--- src/rtl/reset_seq_pkg.sv ---
// Shared types, default parameters and sizing helpers for the reset sequencer.
package reset_seq_pkg;

   typedef enum logic [2:0] {
      HOLD,
      RELEASE,
      WAIT_ACK,
      GAP,
      RUN,
      FAULT
   } state_t;

   localparam int DEF_N_STAGES     = 3;
   localparam int DEF_DEBOUNCE_CYC = 1000000;
   localparam int DEF_HOLD_CYC     = 16;
   localparam int DEF_GAP_CYC      = 8;
   localparam int DEF_ACK_TIMEOUT  = 1024;

   function automatic int cnt_width(input int max_val);
      return (max_val < 1) ? 1 : $clog2(max_val + 1);
   endfunction

   function automatic int idx_width(input int n);
      return (n > 1) ? $clog2(n) : 1;
   endfunction

endpackage

--- src/rtl/reset_sequencer_if.sv ---
// Stage-side bundle of the reset sequencer: per-stage resets out, ready acknowledges back, status.
interface reset_sequencer_if #(
   parameter int N_STAGES = 3
);
   localparam int IDX_W = reset_seq_pkg::idx_width(N_STAGES);

   logic [N_STAGES-1:0] stage_rst_n;
   logic [N_STAGES-1:0] stage_ready;
   logic                all_ready;
   logic                fault;
   logic [IDX_W-1:0]    fault_stage;

   modport master (
      output stage_rst_n, all_ready, fault, fault_stage,
      input  stage_ready
   );

   modport slave (
      input  stage_rst_n, all_ready, fault, fault_stage,
      output stage_ready
   );
endinterface

--- src/rtl/sync_2ff.sv ---
// Two-flop vector synchronizer; output lags input by two clk edges, resets to 0.
module sync_2ff #(
   parameter int WIDTH = 1
) (
   input  logic             clk,
   input  logic             rst_asyn,
   input  logic [WIDTH-1:0] d,
   output logic [WIDTH-1:0] q
);
   logic [WIDTH-1:0] meta_q, meta_d;
   logic [WIDTH-1:0] sync_q, sync_d;

   always_comb begin
      meta_d = d;
      sync_d = meta_q;
   end

   always_ff @(posedge clk or negedge rst_asyn) begin
      if (!rst_asyn) begin
         meta_q <= '0;
         sync_q <= '0;
      end else begin
         meta_q <= meta_d;
         sync_q <= sync_d;
      end
   end

   assign q = sync_q;
endmodule

--- src/rtl/reset_sequencer.sv ---
// Merges lock loss, debounced button and soft request into a held reset, then releases
// downstream stages one at a time, each gated on its ready acknowledge; all outputs registered.
module reset_sequencer
   import reset_seq_pkg::*;
#(
   parameter int N_STAGES     = DEF_N_STAGES,
   parameter int DEBOUNCE_CYC = DEF_DEBOUNCE_CYC,
   parameter int HOLD_CYC     = DEF_HOLD_CYC,
   parameter int GAP_CYC      = DEF_GAP_CYC,
   parameter int ACK_TIMEOUT  = DEF_ACK_TIMEOUT
) (
   input  logic              clk,
   input  logic              rst_asyn,
   input  logic              btn_rst,
   input  logic              pll_locked,
   input  logic              soft_rst_req,
   reset_sequencer_if.master seq_if
);
   localparam int IDX_W  = idx_width(N_STAGES);
   localparam int DEB_W  = cnt_width(DEBOUNCE_CYC);
   localparam int HOLD_W = cnt_width(HOLD_CYC);
   localparam int GAP_W  = cnt_width(GAP_CYC);
   localparam int TO_W   = cnt_width(ACK_TIMEOUT);

   localparam logic [DEB_W-1:0]  DEB_MAX  = DEB_W'(DEBOUNCE_CYC - 1);
   localparam logic [HOLD_W-1:0] HOLD_MAX = HOLD_W'(HOLD_CYC - 1);
   localparam logic [GAP_W-1:0]  GAP_MAX  = GAP_W'(GAP_CYC - 1);
   localparam logic [TO_W-1:0]   TO_MAX   = TO_W'(ACK_TIMEOUT - 1);
   localparam logic [IDX_W-1:0]  IDX_LAST = IDX_W'(N_STAGES - 1);

   logic                btn_s;
   logic                locked_s;
   logic [N_STAGES-1:0] ready_s;

   sync_2ff #(.WIDTH(1)) u_btn_sync (
      .clk      (clk),
      .rst_asyn (rst_asyn),
      .d        (btn_rst),
      .q        (btn_s)
   );

   sync_2ff #(.WIDTH(1)) u_lock_sync (
      .clk      (clk),
      .rst_asyn (rst_asyn),
      .d        (pll_locked),
      .q        (locked_s)
   );

   sync_2ff #(.WIDTH(N_STAGES)) u_ready_sync (
      .clk      (clk),
      .rst_asyn (rst_asyn),
      .d        (seq_if.stage_ready),
      .q        (ready_s)
   );

   state_t              state_q, state_d;
   logic [DEB_W-1:0]    deb_cnt_q, deb_cnt_d;
   logic [HOLD_W-1:0]   hold_cnt_q, hold_cnt_d;
   logic [GAP_W-1:0]    gap_cnt_q, gap_cnt_d;
   logic [TO_W-1:0]     to_cnt_q, to_cnt_d;
   logic [IDX_W-1:0]    idx_q, idx_d;
   logic [N_STAGES-1:0] ready_prev_q, ready_prev_d;
   logic [N_STAGES-1:0] stage_rst_n_q, stage_rst_n_d;
   logic                all_ready_q, all_ready_d;
   logic                fault_q, fault_d;
   logic [IDX_W-1:0]    fault_stage_q, fault_stage_d;

   logic                btn_pressed;
   logic                cause;
   logic [N_STAGES-1:0] fall;
   logic [IDX_W-1:0]    fall_idx;

   // Saturating debounce: a held button keeps the cause asserted for as long as it is held.
   always_comb begin
      deb_cnt_d = '0;
      if (btn_s) begin
         deb_cnt_d = (deb_cnt_q == DEB_MAX) ? deb_cnt_q : deb_cnt_q + 1'b1;
      end
   end

   assign btn_pressed = btn_s && (deb_cnt_q == DEB_MAX);
   assign cause       = ~locked_s | btn_pressed | soft_rst_req;
   assign fall        = ready_prev_q & ~ready_s;

   always_comb begin
      fall_idx = '0;
      for (int i = N_STAGES - 1; i >= 0; i--) begin
         if (fall[i]) fall_idx = IDX_W'(i);
      end
   end

   always_comb begin
      state_d       = state_q;
      hold_cnt_d    = hold_cnt_q;
      gap_cnt_d     = gap_cnt_q;
      to_cnt_d      = to_cnt_q;
      idx_d         = idx_q;
      stage_rst_n_d = stage_rst_n_q;
      fault_d       = fault_q;
      fault_stage_d = fault_stage_q;
      ready_prev_d  = ready_s;

      if (cause) begin
         // A cause overrides any acknowledge or timeout in the same cycle.
         state_d       = HOLD;
         hold_cnt_d    = '0;
         gap_cnt_d     = '0;
         to_cnt_d      = '0;
         idx_d         = '0;
         stage_rst_n_d = '0;
         fault_d       = 1'b0;
         fault_stage_d = '0;
      end else begin
         unique case (state_q)
            HOLD: begin
               stage_rst_n_d = '0;
               if (hold_cnt_q == HOLD_MAX) begin
                  state_d    = RELEASE;
                  hold_cnt_d = '0;
                  idx_d      = '0;
               end else begin
                  hold_cnt_d = hold_cnt_q + 1'b1;
               end
            end
            RELEASE: begin
               stage_rst_n_d[idx_q] = 1'b1;
               to_cnt_d             = '0;
               state_d              = WAIT_ACK;
            end
            WAIT_ACK: begin
               if (ready_s[idx_q]) begin
                  gap_cnt_d = '0;
                  state_d   = (idx_q == IDX_LAST) ? RUN : GAP;
               end else if (to_cnt_q == TO_MAX) begin
                  state_d       = FAULT;
                  stage_rst_n_d = '0;
                  fault_d       = 1'b1;
                  fault_stage_d = idx_q;
               end else begin
                  to_cnt_d = to_cnt_q + 1'b1;
               end
            end
            GAP: begin
               if (gap_cnt_q == GAP_MAX) begin
                  gap_cnt_d = '0;
                  idx_d     = idx_q + 1'b1;
                  state_d   = RELEASE;
               end else begin
                  gap_cnt_d = gap_cnt_q + 1'b1;
               end
            end
            RUN: begin
               if (|fall) begin
                  state_d       = FAULT;
                  stage_rst_n_d = '0;
                  fault_d       = 1'b1;
                  fault_stage_d = fall_idx;
               end
            end
            FAULT: begin
               stage_rst_n_d = '0;
               fault_d       = 1'b1;
            end
            default: begin
               state_d       = HOLD;
               stage_rst_n_d = '0;
            end
         endcase
      end

      all_ready_d = (state_d == RUN);
   end

   always_ff @(posedge clk or negedge rst_asyn) begin
      if (!rst_asyn) begin
         state_q       <= HOLD;
         deb_cnt_q     <= '0;
         hold_cnt_q    <= '0;
         gap_cnt_q     <= '0;
         to_cnt_q      <= '0;
         idx_q         <= '0;
         ready_prev_q  <= '0;
         stage_rst_n_q <= '0;
         all_ready_q   <= 1'b0;
         fault_q       <= 1'b0;
         fault_stage_q <= '0;
      end else begin
         state_q       <= state_d;
         deb_cnt_q     <= deb_cnt_d;
         hold_cnt_q    <= hold_cnt_d;
         gap_cnt_q     <= gap_cnt_d;
         to_cnt_q      <= to_cnt_d;
         idx_q         <= idx_d;
         ready_prev_q  <= ready_prev_d;
         stage_rst_n_q <= stage_rst_n_d;
         all_ready_q   <= all_ready_d;
         fault_q       <= fault_d;
         fault_stage_q <= fault_stage_d;
      end
   end

   assign seq_if.stage_rst_n = stage_rst_n_q;
   assign seq_if.all_ready   = all_ready_q;
   assign seq_if.fault       = fault_q;
   assign seq_if.fault_stage = fault_stage_q;
endmodule

--- src/flat_wrapper.sv ---
// flat-port wrapper written by rule: the top's interface ports become plain ports
module reset_sequencer_flat import reset_seq_pkg::*;
#(
   parameter int N_STAGES     = DEF_N_STAGES,
   parameter int DEBOUNCE_CYC = DEF_DEBOUNCE_CYC,
   parameter int HOLD_CYC     = DEF_HOLD_CYC,
   parameter int GAP_CYC      = DEF_GAP_CYC,
   parameter int ACK_TIMEOUT  = DEF_ACK_TIMEOUT
)
  (clk, rst_asyn, btn_rst, pll_locked, soft_rst_req, seq_if_stage_rst_n, seq_if_all_ready, seq_if_fault, seq_if_fault_stage, seq_if_stage_ready);
  reset_sequencer_if #(.N_STAGES(N_STAGES)) seq_if_i ();
  input  logic clk;
  input  logic rst_asyn;
  input  logic btn_rst;
  input  logic pll_locked;
  input  logic soft_rst_req;
  output wire logic [$bits(seq_if_i.stage_rst_n)-1:0] seq_if_stage_rst_n;
  output wire logic [$bits(seq_if_i.all_ready)-1:0] seq_if_all_ready;
  output wire logic [$bits(seq_if_i.fault)-1:0] seq_if_fault;
  output wire logic [$bits(seq_if_i.fault_stage)-1:0] seq_if_fault_stage;
  input wire logic [$bits(seq_if_i.stage_ready)-1:0] seq_if_stage_ready;
  assign seq_if_stage_rst_n = seq_if_i.stage_rst_n;
  assign seq_if_all_ready = seq_if_i.all_ready;
  assign seq_if_fault = seq_if_i.fault;
  assign seq_if_fault_stage = seq_if_i.fault_stage;
  assign seq_if_i.stage_ready = seq_if_stage_ready;
  reset_sequencer #(.N_STAGES(N_STAGES), .DEBOUNCE_CYC(DEBOUNCE_CYC), .HOLD_CYC(HOLD_CYC), .GAP_CYC(GAP_CYC), .ACK_TIMEOUT(ACK_TIMEOUT)) u_core (.clk(clk), .rst_asyn(rst_asyn), .btn_rst(btn_rst), .pll_locked(pll_locked), .soft_rst_req(soft_rst_req), .seq_if(seq_if_i));
endmodule
--- config.mk ---
export PLATFORM = sky130hd
export DESIGN_NAME = reset_sequencer_flat
export DESIGN_NICKNAME = d
export VERILOG_FILES = /design/src/rtl/reset_seq_pkg.sv /design/src/rtl/reset_sequencer_if.sv /design/src/rtl/sync_2ff.sv /design/src/rtl/reset_sequencer.sv /design/src/flat_wrapper.sv
export SDC_FILE = /design/constraint.sdc
export NUM_CORES = 1
export LEC_CHECK = 0
export ABC_CLOCK_PERIOD_IN_PS = 2600
export BUFFER_PORTS_ARGS = -buffer_cell sky130_fd_sc_hd__buf_4
export CAP_MARGIN = 15
export CELL_PAD_IN_SITES_DETAIL_PLACEMENT = 0
export CELL_PAD_IN_SITES_GLOBAL_PLACEMENT = 1
export CORE_ASPECT_RATIO = 1.25
export CORE_MARGIN = 2
export CORE_UTILIZATION = 48
export DETAILED_ROUTE_END_ITERATION = 8
export PLACE_DENSITY = 0.79
export SYNTH_ARGS = -nofsm -noshare
export SYNTH_HDL_FRONTEND = slang
export SYNTH_SLANG_ARGS = --single-unit
--- constraint.sdc ---
create_clock -name clk -period 2.6 [get_ports clk]
set_input_delay 0.13 -clock clk [delete_from_list [all_inputs] [get_ports clk]]
set_output_delay 0.13 -clock clk [all_outputs]
set_load 0.05 [all_outputs]
==> flow_metrics.py, run 1 <==
metrics = {
    "synth": {
        "ys_seq_area_frac": 0.497,
        "synth_most_common_cell": "dfrtp_1",
        "yosysUniqueCellTypes": 57,
        "syn_nets": 336,
        "yosys_warnings": 0,
        "synth_top_cell_by_area": "dfrtp_1",
        "netlist_area_sq_mm": 0.00327,
        "synth_top_area_frac": 0.497,
        "synthCells": 321,
        "synth-simple-area-share": 0.236,
        "synth-edff-count": 0,
        "ys_top_cells_by_area": "dfrtp_1 (50%), nand2_1 (3.1%), a21oi_1 (2.9%)",
        "synth_seq_cells": 65,
        "async_flop_share": 1.00,
        "synth_common_cells": "dfrtp_1 (65), nand2_1 (27), nor2_1 (20)",
        "synth-adder-area-share": 0.0268,
        "syn_area_per_cell_sq_um": 10.2,
        "synth_ff_type": "dfrtp_1",
        "synthMuxAreaShare": 0.0161,
        "synth_top_family_by_area": "simple AND/OR/NAND/NOR gates",
        "synth-xor-area-share": 0.0268,
        "synth-compound-area-share": 0.178,
    },
    "finish": {
        "nets": 364,
        "multiInputGateArea_sq_mm": 0.00158,
        "seq_area_sq_mm": 0.00163,
        "diodes": 0,
        "final_util": 0.570,
        "area_delta_synth_final_pct": 14.4,
        "drive_gt1_frac": 0.147,
        "fillers": 570,
    },
    "timing": {
        "fin_crit_ns": 2.13,
        "rsz0062_at_grt": "false",
        "tns_ns": 0,
        "slew_headroom": 0.452,
        "maxSlewViolCount": 0,
        "min_period_over_period": 0.818,
        "worstMarginPinSlew_ns": 0.822,
        "skew_ns": 0.0165,
        "hold_violations": 0,
        "fmax_ghz": 0.470,
        "setup-violations-final": 0,
    },
    "clock_tree": {
        "numClockSinks": 65,
        "clock_path_buffers": 2,
        "clk_pin_slew_worst_paths_ns": 0.08,
        "cts-buffers-inserted": 9,
        "post_cts.repair.setup_buffers": 0,
        "holdBufCountCts": 6,
        "insertion_delay_ns": 0.35,
        "cts.repair.resized": 0,
        "tritoncts": "built",
        "cts_root_buf": "clkbuf_8",
        "ctsHtreeMaxLevel": 3,
    },
    "routing": {
        "drtPass1Iterations": 4,
        "antenna_left": 0,
        "avgViaCountPerCell": 5.68,
        "drtIter0Drc": 226,
        "vias": 2506,
        "drc": 0,
        "drt-total-wl_microns": 6800,
        "wl_per_cell_microns": 15.4,
    },
    "floorplan": {
        "ios": 15,
        "initial_core_util": 0.498,
        "die-width_microns": 77.8,
        "die_area_sq_mm": 0.00749,
        "die_h_microns": 96.3,
        "core_region_area_sq_mm": 0.00657,
        "num_rows": 33,
    },
    "status": {
        "status": "complete, no violations",
    },
    "hold_path": {
        "hold_end": "u_core.seq_if.fault_stage[0]$_DFFE_PN0P_",
        "min_from": "soft_rst_req",
        "hp-class": "in -> reg",
        "holdPathStages": 4,
    },
    "critical_path": {
        "critical_path.slowest_cell": "dfrtp_1",
        "cp-end-kind": "flop",
        "crit_fanout": 29,
        "cp_data_required_time_ns": 2.81,
        "reg2reg_slack_ns": 0.47,
        "cp_cell_sequence": "ha_1, and3_1, nand3_1, nor2_2, a21o_1, buf_4, nor3b_1",
        "cp.depth": 7,
        "rr_startpoint": "u_core.deb_cnt_q[0]$_DFFE_PN0N_",
        "worst_ep_arrival_time_ns": 2.33,
        "critPathTopFamily": "simple AND/OR/NAND/NOR gates",
        "cp.buffers_inverters": 1,
        "crit_type": "reg -> reg",
        "crit_path_start_kind": "flop",
        "reg2reg_depth": 7,
        "r2r-end": "u_core.seq_if.all_ready$_DFF_PN0_",
        "cpPeakStageDelay_ns": 0.41,
    },
    "pwr": {
        "leakagePower_nw": 1.56,
        "power_mw": 1.98,
        "power_density_mw_per_mm2": 528,
        "peakVddDrop_mv": 0.373,
    },
    "global_routing": {
        "grt_first_pass_wirelength_microns": 11600,
        "grt_pass1_vias": 2385,
        "grt_max_degree": 66,
        "antenna_found_initial": 0,
        "global_route.usage.total": 0.200,
        "grt_overflow": 0,
    },
    "placed_design": {
        "dpl.hpwl_microns": 4470,
        "place.gp.congestion": 0.790,
        "io_buffers": 14,
    },
    "flow_run": {
        "drv_cap": 0,
    },
}
[state kept, by name (all words and copies together), names as in the netlist]
register	cells
u_core.deb_cnt_q	20
u_core.to_cnt_q	11
u_core.hold_cnt_q	5
u_core.gap_cnt_q	4
u_core.ready_prev_q	3
u_core.seq_if.stage_rst_n	3
u_core.state_q	3
u_core.u_ready_sync.meta_q	3
u_core.u_ready_sync.q	3
u_core.idx_q	2
u_core.seq_if.fault_stage	2
u_core.seq_if.all_ready	1
u_core.seq_if.fault	1
u_core.u_btn_sync.meta_q	1
u_core.u_btn_sync.q	1
u_core.u_lock_sync.meta_q	1
u_core.u_lock_sync.q	1
[stage by stage]
step | worst slack, ns | cells | hold WS, ns | area, sq um
6_report | 0.472 | 441 | 0.225 | 3740
5_1_grt | 0.254 | 441 | 0.226 | 3740
4_1_cts | 0.476 | 441 | 0.214 | 3740
3_5_place_dp | 0.494 | 419 | 0.241 | 3480
3_3_place_gp | 0.548 | 419 | 0.240 | 3480
2_1_floorplan | 0.737 | 321 | -0.166 | 3270
[kinds of logic after synthesis]
logic type               after synthesis
flip-flops                            65
XOR/XNOR                              10
multiplexers                           5
adder cells (fa/ha/maj)                7
AND/OR/NAND/NOR                      138
AO/OA/AOI/OAI                         83
buffers and inverters                 13
[power breakdown]
group	leakage (nW)	internal, mW	switching [mW]	total, mW
logic	0.593	0.0289	0.0467	0.0756
registers	0.875	1.03	0.00942	1.04
clock network	0.0962	0.449	0.416	0.865
[tightest hold or removal path, cell delays in order]
cell and delay (ns):
buf_4 0.07, nand2b_1 0.13, a21oi_1 0.09, o221a_2 0.12
[routing by layer]
layer	routed length, microns	vias to the layer above	part of all wire	global-route usage
met1	3220	1210	0.47	0.269
met5	0	-	0	0
met3	200	8	0.029	0.0413
met2	3280	46	0.48	0.323
met4	102	0	0.015	0.0714
li1	-	1242	-	-
[final cells by class]
class                           instances  share of cell area
Sequential cell                        65               0.435
Clock buffer                            9              0.0331
Multi-Input combinational cell        243               0.423
Timing Repair Buffer                   25              0.0542
Tap cell                               87              0.0291
Clock inverter                          7              0.0204
Inverter                                5             0.00502
[how the worst max path moves through the flow]
stage,from,to,slack [ns]
after global routing,u_core.deb_cnt_q[0]$_DFFE_PN0N_,u_core.state_q[2]$_DFF_PN0_,0.25
after CTS,u_core.deb_cnt_q[0]$_DFFE_PN0N_,u_core.to_cnt_q[2]$_DFFE_PN0P_,0.48
after global placement,u_core.deb_cnt_q[0]$_DFFE_PN0N_,u_core.to_cnt_q[2]$_DFFE_PN0P_,0.55
after detailed placement,u_core.deb_cnt_q[0]$_DFFE_PN0N_,u_core.to_cnt_q[2]$_DFFE_PN0P_,0.49
final,u_core.deb_cnt_q[0]$_DFFE_PN0N_,u_core.seq_if.all_ready$_DFF_PN0_,0.47
after floorplan,u_core.to_cnt_q[0]$_DFFE_PN0P_,u_core.to_cnt_q[5]$_DFFE_PN0P_,0.74
[cell usage in the layout, fill, tap and decap left out, types with 3 or more instances in the layout]
cell and n:
a211oi_1 3, a21boi_0 5, a21boi_1 3, a21oi_1 19, a22oi_1 4, a311oi_1 6
a31oi_1 4, a41oi_1 3, and2_1 10, and3_1 7, buf_4 19, clkbuf_8 9
dfrtp_1 65, dlygate4sd3_1 6, ha_1 7, inv_1 5, mux2i_1 3, nand2_1 27
nand2b_1 7, nand3_1 14, nand4_1 8, nor2_1 20, nor2b_1 5, nor3_1 5
nor4_1 3, o21a_1 4, o21ai_0 18, or3_1 13, xnor2_1 6, xor2_1 4
Power figures use the tool's default switching activity.
==> run 2: changes to the inputs <==
ABC_AREA = 1   (was default)
ABC_CLOCK_PERIOD_IN_PS = 2000   (was 2600)
CORE_UTILIZATION = 46   (was 48)
PLACE_DENSITY = 0.8   (was 0.79)
clock period = 2 ns   (was 2.6 ns; I/O delays follow)
==> run 2 against run 1 <==
Against the previous run: maximum frequency increased by 17%; cell area is 2.3% higher; via count up 10%; critical path depth is 4 higher; first-iteration DRC count shrank 62%; flip-flop and latch count stayed put; highest routed layer unchanged; largest cell class unchanged; clock power increased by 18%; register-to-register slack got worse by 0.30 ns; critical endpoint is now u_core.to_cnt_q[4]$_DFFE_PN0P_.
==> flow_metrics.py, run 2 <==
metrics = {
    "timing": {
        "slew_headroom": 0.453,
        "skew_ns": 0.00934,
        "maxSlewViolCount": 0,
        "fin_crit_ns": 1.82,
        "tns_ns": 0,
        "hold_violations": 0,
        "holdWs_ns": 0.232,
        "worstMarginPinSlew_ns": 0.820,
        "fmax_ghz": 0.548,
        "setup-violations-final": 0,
        "rsz0062_at_grt": "false",
        "min_period_over_period": 0.912,
    },
    "critical_path": {
        "critPathLaunch": "u_core.deb_cnt_q[0]$_DFFE_PN0N_",
        "crit_fanout": 16,
        "critical_path.slowest_cell": "dfrtp_1",
        "cpPeakStageDelay_ns": 0.38,
        "cp_cell_sequence": "ha_2, nand2_1, nor2_2, nand2_2, nor2_4, nand3_2, nand2_2, inv_4, buf_4, o21ai_0, nor2_1",
        "r2r-end": "u_core.to_cnt_q[4]$_DFFE_PN0P_",
        "cp_common_cell": "nand2_2",
        "reg2reg_slack_ns": 0.18,
        "crit_path_start_kind": "flop",
        "cp-end-kind": "flop",
        "crit_type": "reg -> reg",
        "worst_ep_arrival_time_ns": 2.06,
        "rr_startpoint": "u_core.deb_cnt_q[0]$_DFFE_PN0N_",
        "reg2reg_depth": 11,
        "cp_data_required_time_ns": 2.23,
    },
    "clock_tree": {
        "numClockSinks": 65,
        "post_cts.repair.setup_buffers": 0,
        "cts_root_buf": "clkbuf_8",
        "tritoncts": "built",
        "cts-buffers-inserted": 9,
        "ctsHtreeMaxLevel": 3,
        "insertion_delay_ns": 0.35,
        "clk_pin_slew_worst_paths_ns": 0.08,
        "clock_path_buffers": 2,
    },
    "synth": {
        "async_flop_share": 1.00,
        "netlist_area_sq_mm": 0.00335,
        "syn_nets": 439,
        "synth_most_common_cell": "nand2_1",
        "synthCells": 424,
        "synth_ff_type": "dfrtp_1",
        "synth_seq_cells": 65,
        "synth-edff-count": 0,
        "yosys_warnings": 0,
        "yosysUniqueCellTypes": 34,
        "syn_area_per_cell_sq_um": 7.91,
        "synth_top_area_frac": 0.485,
        "synth_top_cell_by_area": "dfrtp_1",
        "ys_top_cells_by_area": "dfrtp_1 (48%), nand2_1 (11%), nand3_1 (6.4%)",
        "ys_seq_area_frac": 0.485,
        "synth_common_cells": "nand2_1 (99), dfrtp_1 (65), inv_1 (49), nor2_1 (49), nand3_1 (43)",
    },
    "finish": {
        "fillers": 666,
        "top_register": "u_core.deb_cnt_q",
        "top_regs": "u_core.deb_cnt_q (20), u_core.to_cnt_q (11), u_core.hold_cnt_q (5)",
        "nets": 471,
        "area_delta_synth_final_pct": 14.1,
        "largest_reg_flops": 20,
        "diodes": 0,
        "final_common_cell": "nand2_1",
        "drive_gt1_frac": 0.137,
        "layout_common_cells": "nand2_1 (99), dfrtp_1 (65), inv_1 (49), nor2_1 (49), nand3_1 (43)",
    },
    "floorplan": {
        "initial_core_util": 0.478,
        "die_area_sq_mm": 0.00800,
        "ios": 15,
        "die_h_microns": 99.5,
        "die-width_microns": 80.4,
        "core_region_area_sq_mm": 0.00702,
        "num_rows": 34,
    },
    "hold_path": {
        "hold_end": "u_core.hold_cnt_q[2]$_DFFE_PN0P_",
        "holdPathStages": 6,
        "hp-class": "in -> reg",
        "min_from": "soft_rst_req",
    },
    "placed_design": {
        "io_buffers": 14,
        "place.gp.congestion": 0.817,
        "dpl.hpwl_microns": 5000,
    },
    "status": {
        "status": "complete, no violations",
    },
    "routing": {
        "drtIter0Drc": 86,
        "wl_per_cell_microns": 13.0,
        "drc": 0,
        "avgViaCountPerCell": 5.02,
        "drtPass1Iterations": 4,
        "vias": 2766,
        "drt-total-wl_microns": 7180,
        "antenna_left": 0,
    },
    "global_routing": {
        "grt_max_degree": 66,
        "antenna_found_initial": 0,
        "global_route.usage.total": 0.204,
        "grt_first_pass_wirelength_microns": 12500,
        "grt_overflow": 0,
        "grt_pass1_vias": 2759,
    },
    "pwr": {
        "power_density_mw_per_mm2": 652,
        "leakagePower_nw": 1.81,
        "peakVddDrop_mv": 0.476,
        "power_mw": 2.50,
    },
    "flow_run": {
        "drv_cap": 0,
    },
}
## run 2: power by group
part / internal [mW] / total (mW) / leakage (nW) / switching (mW)
clock network: 0.482 / 1.02 / 0.0805 / 0.535
registers: 1.34 / 1.35 / 0.872 / 0.0172
logic: 0.0411 / 0.125 / 0.860 / 0.0840
total: 1.86 / 2.50 / 1.81 / 0.637
## run 2: layout make-up
class	instances	area [sq um]	area share
clock buffers	10	138	0.0360
repair buffers	28	225	0.0589
clock inverters	6	43.8	0.0114
inverters	55	209	0.0546
flip-flops and latches	65	1630	0.425
multi-input cells	297	1470	0.385
well taps	90	113	0.0294
## run 2: per-layer routing
metal	wire, microns	track usage	part of all wire	vias up
met3	184	0.0399	0.026	10
met4	156	0.111	0.022	0
met5	0	0	0	-
met1	3220	0.245	0.45	1291
li1	-	-	-	1430
met2	3620	0.343	0.50	35
## run 2: worst max path at each step
| stage | to | slack (ns) | depth (start not counted) |
|---|---|---|---|
| floorplan | u_core.seq_if.stage_rst_n[0]$_DFFE_PN0P_ | 0.40 | 13 |
| global placement | u_core.to_cnt_q[4]$_DFFE_PN0P_ | 0.11 | 11 |
| detailed placement | u_core.to_cnt_q[4]$_DFFE_PN0P_ | 0.10 | 11 |
| CTS | u_core.to_cnt_q[4]$_DFFE_PN0P_ | 0.08 | 11 |
| global route | u_core.to_cnt_q[4]$_DFFE_PN0P_ | 0.02 | 11 |
| finish | u_core.to_cnt_q[4]$_DFFE_PN0P_ | 0.18 | 11 |
## run 2: cell families after synthesis
| logic type | Yosys count | synth area share |
|---|---|---|
| simple gates | 227 | 0.300 |
| compound gates | 54 | 0.0884 |
| buf+inv | 62 | 0.0772 |
| fa+ha+maj | 7 | 0.0261 |
| xor+xnor | 9 | 0.0235 |
| flops | 65 | 0.485 |
## run 2: repair_timing
item	CTS	global route
gates resized for setup	0	3
hold buffers	6	0
hold endpoints to repair	70	0
setup endpoints to repair	0	13
## run 2: metrics by stage
step	instances	utilization	instance area [sq um]	setup WS (ns)
floorplan	424	-	3350	0.398
global placement	529	0.510	3580	0.107
detailed placement	529	0.510	3580	0.100
CTS	551	0.544	3820	0.0848
global route	551	0.545	3830	0.0246
finish	551	0.545	3830	0.175
## run 2: worst max-delay path, delay by kind of cell, from the launching register on
| family | cells | cell delay, ns |
|---|---|---|
| AO/OA/AOI/OAI | 1 | 0.10 |
| AND/OR/NAND/NOR | 7 | 0.71 |
| adder cells (fa/ha/maj) | 1 | 0.21 |
| buffers and inverters | 2 | 0.30 |
| flip-flops | 1 | 0.38 |
